[src/rtl/dcache_port_arbiter.sv]
// dcache_port_arbiter
// Serialises the two memory-stage load-miss ports and the LSQ store-commit
// port onto the single data-cache port, one blocking transaction at a time.
//
// state | meaning
// ------+---------------------------------------------------------------
// IDLE  | no transaction; arbitrate and latch a winner
// ISSUE | mem_req_valid high with latched fields until mem_req_ready
// WAIT  | request accepted; waiting for mem_resp_valid
// RESP  | one-cycle completion pulse to the owner (unless killed)
//
// Ports:
//   clk, reset                      clock, synchronous active-high reset
//   ld1_req/ld1_addr                load port 1 held request + address
//   ld2_req/ld2_addr                load port 2 held request + address
//   st_req/st_addr/st_data          store-commit held request
//   flush                           kills pending load returns
//   data_ready1/data_response1      load 1 completion pulse + held data
//   data_ready2/data_response2      load 2 completion pulse + held data
//   st_done                         store completion pulse
//   busy                            state != IDLE
//   mem_req_*                       downstream request channel
//   mem_resp_valid/mem_resp_data    downstream completion

module dcache_port_arbiter #(
    parameter int ADDR_W        = 64,
    parameter int DATA_W        = 64,
    parameter int MAX_STORE_RUN = 4
) (
    input  logic              clk,
    input  logic              reset,
    input  logic              ld1_req,
    input  logic [ADDR_W-1:0] ld1_addr,
    input  logic              ld2_req,
    input  logic [ADDR_W-1:0] ld2_addr,
    input  logic              st_req,
    input  logic [ADDR_W-1:0] st_addr,
    input  logic [DATA_W-1:0] st_data,
    input  logic              flush,
    output logic              data_ready1,
    output logic [DATA_W-1:0] data_response1,
    output logic              data_ready2,
    output logic [DATA_W-1:0] data_response2,
    output logic              st_done,
    output logic              busy,
    output logic              mem_req_valid,
    input  logic              mem_req_ready,
    output logic              mem_req_write,
    output logic [ADDR_W-1:0] mem_req_addr,
    output logic [DATA_W-1:0] mem_req_data,
    input  logic              mem_resp_valid,
    input  logic [DATA_W-1:0] mem_resp_data
);

    localparam logic [1:0] S_IDLE  = 2'd0;
    localparam logic [1:0] S_ISSUE = 2'd1;
    localparam logic [1:0] S_WAIT  = 2'd2;
    localparam logic [1:0] S_RESP  = 2'd3;

    localparam logic [1:0] ID_LD1 = 2'd0;
    localparam logic [1:0] ID_LD2 = 2'd1;
    localparam logic [1:0] ID_ST  = 2'd2;

    localparam int RUN_W = $clog2(MAX_STORE_RUN + 1);
    localparam logic [RUN_W-1:0] RUN_MAX = RUN_W'(MAX_STORE_RUN);

    logic [1:0]        state_q, state_d;
    logic [1:0]        id_q, id_d;
    logic              write_q, write_d;
    logic [ADDR_W-1:0] addr_q, addr_d;
    logic [DATA_W-1:0] data_q, data_d;
    logic              kill_q, kill_d;
    logic              last_ld2_q, last_ld2_d;   // 1: last load grant went to LD2
    logic [RUN_W-1:0]  run_q, run_d;
    logic [DATA_W-1:0] resp1_q, resp1_d;
    logic [DATA_W-1:0] resp2_q, resp2_d;

    logic ld_any;
    logic st_win;
    logic pick_ld2;
    logic owner_req;

    assign ld_any    = ld1_req | ld2_req;
    assign st_win    = st_req & ((run_q < RUN_MAX) | ~ld_any);
    // On a tie LD2 wins only if LD1 had the previous load grant.
    assign pick_ld2  = ld2_req & (~ld1_req | ~last_ld2_q);
    assign owner_req = (id_q == ID_LD2) ? ld2_req : ld1_req;

    always_comb begin
        state_d    = state_q;
        id_d       = id_q;
        write_d    = write_q;
        addr_d     = addr_q;
        data_d     = data_q;
        kill_d     = kill_q;
        last_ld2_d = last_ld2_q;
        run_d      = run_q;
        resp1_d    = resp1_q;
        resp2_d    = resp2_q;

        // A latched load is killed by flush or by its owner withdrawing while
        // the downstream transaction is in flight.
        if ((state_q != S_IDLE) && !write_q &&
            (flush || ((state_q == S_WAIT) && !owner_req))) begin
            kill_d = 1'b1;
        end

        case (state_q)
            S_IDLE: begin
                if (!flush && (st_req || ld_any)) begin
                    state_d = S_ISSUE;
                    kill_d  = 1'b0;
                    if (st_win) begin
                        id_d    = ID_ST;
                        write_d = 1'b1;
                        addr_d  = st_addr;
                        data_d  = st_data;
                        if (!ld_any) begin
                            run_d = '0;
                        end else if (run_q < RUN_MAX) begin
                            run_d = run_q + 1'b1;
                        end
                    end else begin
                        write_d = 1'b0;
                        data_d  = '0;
                        run_d   = '0;
                        if (pick_ld2) begin
                            id_d       = ID_LD2;
                            addr_d     = ld2_addr;
                            last_ld2_d = 1'b1;
                        end else begin
                            id_d       = ID_LD1;
                            addr_d     = ld1_addr;
                            last_ld2_d = 1'b0;
                        end
                    end
                end
            end
            S_ISSUE: begin
                if (mem_req_ready) begin
                    state_d = S_WAIT;
                end
            end
            S_WAIT: begin
                if (mem_resp_valid) begin
                    state_d = S_RESP;
                    // Killed returns leave the held response untouched.
                    if (!write_q && !kill_d) begin
                        if (id_q == ID_LD1) begin
                            resp1_d = mem_resp_data;
                        end else if (id_q == ID_LD2) begin
                            resp2_d = mem_resp_data;
                        end
                    end
                end
            end
            default: begin
                state_d = S_IDLE;
            end
        endcase
    end

    always_ff @(posedge clk) begin
        if (reset) begin
            state_q    <= S_IDLE;
            id_q       <= ID_LD1;
            write_q    <= 1'b0;
            addr_q     <= '0;
            data_q     <= '0;
            kill_q     <= 1'b0;
            last_ld2_q <= 1'b1;
            run_q      <= '0;
            resp1_q    <= '0;
            resp2_q    <= '0;
        end else begin
            state_q    <= state_d;
            id_q       <= id_d;
            write_q    <= write_d;
            addr_q     <= addr_d;
            data_q     <= data_d;
            kill_q     <= kill_d;
            last_ld2_q <= last_ld2_d;
            run_q      <= run_d;
            resp1_q    <= resp1_d;
            resp2_q    <= resp2_d;
        end
    end

    logic in_resp;
    logic ld_ok;

    assign in_resp = (state_q == S_RESP);
    // flush in RESP suppresses the pulse in the same cycle.
    assign ld_ok   = in_resp && !kill_q && !flush;

    assign data_ready1    = ld_ok && (id_q == ID_LD1);
    assign data_ready2    = ld_ok && (id_q == ID_LD2);
    assign st_done        = in_resp && (id_q == ID_ST);
    assign data_response1 = resp1_q;
    assign data_response2 = resp2_q;
    assign busy           = (state_q != S_IDLE);
    assign mem_req_valid  = (state_q == S_ISSUE);
    assign mem_req_write  = write_q;
    assign mem_req_addr   = addr_q;
    assign mem_req_data   = data_q;

endmodule
[config.mk]
export PLATFORM = sky130hd
export DESIGN_NAME = dcache_port_arbiter
export DESIGN_NICKNAME = d
export VERILOG_FILES = /design/src/rtl/dcache_port_arbiter.sv
export SDC_FILE = /design/constraint.sdc
export NUM_CORES = 1
export LEC_CHECK = 0
export CAP_MARGIN = 15
export CORE_AREA = 2 2 226 228
export CTS_CLUSTER_SIZE = 40
export DETAILED_ROUTE_END_ITERATION = 10
export DIE_AREA = 0 0 228 230
export GPL_ROUTABILITY_DRIVEN = 0
export PLACE_DENSITY = 0.51
export SLEW_MARGIN = 25
export SYNTH_ARGS = -nofsm -noshare
export SYNTH_HDL_FRONTEND = slang
export SYNTH_SLANG_ARGS = --single-unit
[constraint.sdc]
create_clock -name clk -period 4.5 [get_ports clk]
set_input_delay 1.125 -clock clk [delete_from_list [all_inputs] [get_ports clk]]
set_output_delay 1.125 -clock clk [all_outputs]
set_load 0.005 [all_outputs]
==> results of run 1 <==
[worst paths after layout]
path | endpoint | start | slack (ns)
worst min register to register | data_response1[55] | data_response1[55] | 0.45
worst max register to register | mem_req_addr[11] | state_q[0] | 2.01
worst max-delay path | data_ready1 | flush | 0.41
worst min-delay path | data_response1[55] | data_response1[55] | 0.45
[metrics by stage]
stage	setup slack, ns	cell area (um2)	total power (uW)	std cells	util (%)
after global routing	0.3342	17400	7307	2379	34.90
after detailed placement	0.3891	16320	4440	2312	32.74
final	0.4075	17400	6968	2380	34.90
after CTS	0.3867	17380	7076	2369	34.85
after global placement	0.4042	16320	4433	2312	32.74
after floorplan	1.899	9776	3384	1128	-
[per-layer routing]
metal  global-route usage (%)  wire length (um)
met3                    5.345              3834
met1                    18.55             18180
met5                        0                51
met2                    27.52             22040
met4                    7.087              1537
[where the power goes]
group / internal, uW / total (uW) / switching (uW)
Sequential: 2590 / 2740 / 152
Clock: 1560 / 2590 / 1030
Combinational: 909 / 1640 / 730
Total: 5060 / 6970 / 1910
[worst min-delay path, cell delays in order (launching register included)]
cell and delay, ns:
dfxtp_1 0.30, nand2_1 0.05, a21oi_1 0.05
[layout by cell type, fill, tap and decap left out, drive strengths merged, types with 2 or more instances in the layout]
cell type	instances
clkdlybuf4s50	588
nand2	388
dfxtp	265
a21oi	196
a22o	64
a221o	64
clkbuf	42
buf	18
diode	11
clkinv	10
nor2	8
inv	7
ha	6
nand2b	3
o21ai	3
nor2b	3
bufinv	3
nor3	2
nor3b	2
mux2i	2
clkinvlp	2
[area by class of cell]
type	instances	area, um2	share of cell area (%)
diodes	11	27.53	0.1582
clock inverters	15	155.1	0.8914
well taps	672	840.8	4.831
inverters	7	26.28	0.1510
clock buffers	42	897.1	5.155
repair buffers	606	6083	34.95
multi-input cells	762	4069	23.38
flip-flops and latches	265	5305	30.48
[sequential cells by signal (all words and copies together) (netlist names)]
name            count
data_response1     64
mem_req_data       64
state_q             2
run_q               3
mem_req_addr       64
data_response2     64
id_q                2
last_ld2_q          1
kill_q              1
[kinds of logic (layout without fill, tap and decap cells)]
group                    Yosys count  count (layout)  share of synthesized area, %
AO/OA/AOI/OAI                    341             341                         23.90
flip-flops                       265             265                         54.27
multiplexers                       2               2                        0.2048
buffers and inverters            101             670                         4.480
AND/OR/NAND/NOR                  413             413                         16.38
adder cells (fa/ha/maj)            6               6                        0.7679
other                              0              11                             0
==> flow_summary.toml, run 1 <==
[outcome]
status = "finished clean"

[drt]
wl_per_cell_um = 19.18
drc = 0
totalWireLength_mm = 45.64
ant_nets = 0
dr.pass1.iters = 5
vias = 10386
vias_per_cell = 4.364
drt_iter0_drc = 610

[synthesis]
synth_top_cell_area_share_pct = 54.27
ys_ff_latch = 265
synth.avg_cell_area_um2 = 8.666
yosysSeqAreaShare_pct = 54.27
yosysMostFrequentCell = "nand2_1"
ys_top_cells_by_count = "388 x nand2_1, 265 x dfxtp_1, 196 x a21oi_1"
yosysWarnings = 0
ys_top_cells_by_area = "dfxtp_1 54%, nand2_1 15%, a21oi_1 10%"
synth.distinct_cells = 39
yosysTopAreaCell = "dfxtp_1"
synth_edf_count = 0
syn_nets = 1462
syn_inst = 1128
async_reset_ff_share_pct = 0
ys.flop_type = "dfxtp_1"
synth_area_um2 = 9776

[setup_path]
cp_num_buf_inv = 2
critical_path.cell_chain = "clkdlybuf4s50_1 > nor2_1 > nand2_1 > nor3_1 > clkdlybuf4s50_1"
crit_family = "buffers and inverters"
critPathMaxFanout = 6
crit_cells = 5
start_kind = "primary input"
worstSetupPathType = "in2out"
slowest_delay_ns = 0.60
setup.worst_path.end_class = "output pin"
worst_path_max_delay_cell = "clkdlybuf4s50_1"
worst_ep_required_time_ns = 3.38
crit_arrival_ns = 2.97
crit_path_frequent_cell = "clkdlybuf4s50_1"
reg2regPathDepth = 6

[clock_network]
cts_resized = 0
hold_buffers = 0
clockRootBuffer = "clkbuf_16"
cts_buffers = 31
h-tree-depth = 1
clk_latency_ns = 0.57
clkTransAtPathRegs_ns = 0.06
post-cts-setup-buffers = 0
cts_buffer_depth = 3
cts.sinks = 265
tritoncts = "built"

[timing]
report.final.slew_viol_count = 0
fin_crit_ns = 4.093
worst_pin_slew_ns = 1.011
max_freq_mhz = 244.3
fin_tns_setup_ns = 0
fin_skew_ns = 0.02455
rsz0062_at_grt = "false"
finalHoldViolCount = 0
min_period_over_period_pct = 90.94
hold_ws_ns = 0.4516
maxSlewHeadroom_pct = 32.63
setup_violations = 0

[placement]
portBuffers = 589
dpl.hpwl_mm = 33.35

[die]
rows = 82
ios = 590
start_util_pct = 19.61
core_um2 = 49860
fp.dieW_um = 228
die_height_um = 230
dieArea_um2 = 52440

[cells_and_area]
nNetsFinal = 2007
drive_above_1_share_pct = 4.714
area_growth_pct = 78.04
fill_cells = 5236

[power_and_ir_drop]
peakVddDrop_mv = 0.1916
leakage_uw = 0.006211
p_per_area_nw_per_um2 = 400.3

[flow_run]
drv_cap = 0

[grt]
grt_first_pass_wirelength_mm = 65.14
grt_overflow_total = 0
grt_antenna_before_repair = 15
grt_pass1_vias = 10252
track_usage_pct = 16.19
grt_max_degree = 105

[min_path]
hold_class = "reg2reg"
hold_depth = 2
(Power assumes the default switching activity.)
==> inputs of run 2 (changes only) <==
Settings changed: ABC_AREA set to 1, CORE_AREA 2 2 226 228 to 2 2 228 230, CTS_CLUSTER_DIAMETER set to 100, DIE_AREA 0 0 228 230 to 0 0 230 232, GPL_ROUTABILITY_DRIVEN 0 to unset, PLACE_DENSITY 0.51 to 0.53.
==> run 2 against run 1 <==
Net effect:
- critical path depth stayed put
- clock skew grew 0.012 ns
- setup slack improved by 0.46 ns
- combinational power is 21% higher
- utilization rose by 1.1 points
- area after synthesis is 15% higher
- sequential share of layout area fell by 1.6 points
- routed wire length grew 8.3%
- flip-flop and latch count stayed put
- final area grew 5.4%
- clock power down 35%
- synthesized cell count is 48% higher
==> flow_summary.toml, run 2 <==
[placement]
place_congestion = 0.8867
portBuffers = 589
dpl.hpwl_mm = 37.44
placed_area_um2 = 17780

[setup_path]
worstSetupPathType = "in2out"
critPathMaxFanout = 2
critical_path.cell_chain = "clkdlybuf4s50_1 > inv_1 > nand3_1 > nor2_1 > clkdlybuf4s50_1"
worst_path_max_delay_cell = "clkdlybuf4s50_1"
worst_ep_required_time_ns = 3.38
crit_arrival_ns = 2.50
slowest_delay_ns = 0.55
crit_path_frequent_cell = "clkdlybuf4s50_1"
setup.worst_path.end_class = "output pin"
start_kind = "primary input"

[cells_and_area]
fill_cells = 5416
final_area_um2 = 18350
area_growth_pct = 62.73
nNetsFinal = 2519
layout_commonest_cell = "clkdlybuf4s50_1"
drive_above_1_share_pct = 2.736
mostFrequentLayoutCells = "587 x clkdlybuf4s50_1, 585 x nand2_1, 331 x nor2_1"
final_util_pct = 36.05

[drt]
dr.pass1.iters = 6
drt_iter0_drc = 718
ant_nets = 0
drc = 0
totalWireLength_mm = 49.45
vias_per_cell = 4.231
vias = 12218
wl_per_cell_um = 17.12

[grt]
grt_antenna_before_repair = 18
grt_overflow_total = 0
grt_first_pass_wirelength_mm = 72.24
grt_pass1_vias = 12037
track_usage_pct = 17.60
grt_max_degree = 131

[die]
ios = 590
start_util_pct = 22.15
dieArea_um2 = 53360
core_um2 = 50890
fp.dieW_um = 230
rows = 83
die_height_um = 232

[synthesis]
yosysTopAreaCell = "dfxtp_1"
ys_ff_latch = 265
yosysMostFrequentCell = "nand2_1"
syn_nets = 2002
ys_top_cells_by_count = "587 x nand2_1, 331 x nor2_1, 265 x dfxtp_1"
ys_top_cells_by_area = "dfxtp_1 47%, nand2_1 20%, nor2_1 11%"
synth.avg_cell_area_um2 = 6.759
yosysSeqAreaShare_pct = 47.06
async_reset_ff_share_pct = 0
syn_inst = 1668
synth_edf_count = 0
yosysWarnings = 0
synth_area_um2 = 11270
synth_top_cell_area_share_pct = 47.06
ys.flop_type = "dfxtp_1"
synth.distinct_cells = 23

[clock_network]
hold_buffers = 0
clockRootBuffer = "clkbuf_16"
cts.sinks = 265
cts_buffer_depth = 3
clk_latency_ns = 0.54
clkTransAtPathRegs_ns = 0.09
h-tree-depth = 1
cts_resized = 0
cts_buffers = 15
tritoncts = "built"
post-cts-setup-buffers = 0

[timing]
worst_pin_slew_ns = 0.8118
fin_skew_ns = 0.03671
report.final.slew_viol_count = 0
fin_crit_ns = 3.628
setup_violations = 0
rsz0062_at_grt = "false"
hold_ws_ns = 0.4838
fin_tns_setup_ns = 0
min_period_over_period_pct = 80.63
maxSlewHeadroom_pct = 45.75
max_freq_mhz = 275.6
finalHoldViolCount = 0

[min_path]
hold_class = "reg2reg"

[flow_run]
drv_cap = 0

[power_and_ir_drop]
peakVddDrop_mv = 0.1831
p_per_area_nw_per_um2 = 351.8
leakage_uw = 0.007829

[outcome]
status = "finished clean"
run 2: cell count changes in the layout (fill, tap and decap cells not counted), moves of 64 or more:
cell / delta
nor2_1: +323
nand2_1: +197
a21oi_1: -190
inv_1: +137
nand3_1: +70
a221o_1: -64
a22o_1: -64
run 2: cells by family (layout without fill, tap and decap cells):
| group | Yosys count | in the layout | synth area share (%) |
|---|---|---|---|
| AND/OR/NAND/NOR | 997 | 997 | 34.16 |
| multiplexers | 1 | 1 | 0.09988 |
| adder cells (fa/ha/maj) | 6 | 6 | 0.6659 |
| other | 0 | 15 | 0 |
| flip-flops | 265 | 265 | 47.06 |
| buffers and inverters | 258 | 783 | 9.567 |
| AO/OA/AOI/OAI | 141 | 141 | 8.446 |
run 2: metal layers:
layer | wire length, um | GRT usage [%] | vias up
met4 | 1523 | 8.185 | 4
met3 | 4544 | 6.115 | 64
met5 | 25 | 0 | -
met2 | 23710 | 29.73 | 446
met1 | 19650 | 19.91 | 5524
li1 | - | - | 6180
run 2: final timing paths:
check	startpoint	to	slack, ns	cells after the start
max reg2reg	state_q[0]	mem_req_addr[29]	2.39	7
max	flush	data_ready2	0.87	5
min	run_q[1]	run_q[1]	0.48	2
min reg2reg	run_q[1]	run_q[1]	0.48	2
run 2: layout make-up:
class	count	area [um2]	area share, %
clock buffers	17	402.9	2.196
repair buffers	612	6165	33.60
multi-input cells	1145	4910	26.76
clock inverters	8	123.9	0.6752
inverters	146	550.5	3.001
diodes	15	37.54	0.2046
flip-flops and latches	265	5305	28.92
well taps	680	850.8	4.638
run 2: report_power, final:
part | internal [uW] | switching [uW] | total, uW
logic | 1010 | 982 | 1990
registers | 2610 | 156 | 2770
clock network | 753 | 940 | 1690
run 2: critical path, delay by kind of cell:
family / cells / cell delay, ns
and+or+nand+nor: 2 / 0.25
buffers and inverters: 3 / 1.13
run 2: metrics by stage:
stage	worst slack, ns	power [uW]	std cells
5_1_grt	0.7080	6849	2887
3_3_place_gp	0.8448	4803	2848
2_1_floorplan	2.019	3646	1668
3_5_place_dp	0.8393	4821	2848
4_1_cts	0.8314	6545	2873
6_report	0.8715	6454	2888
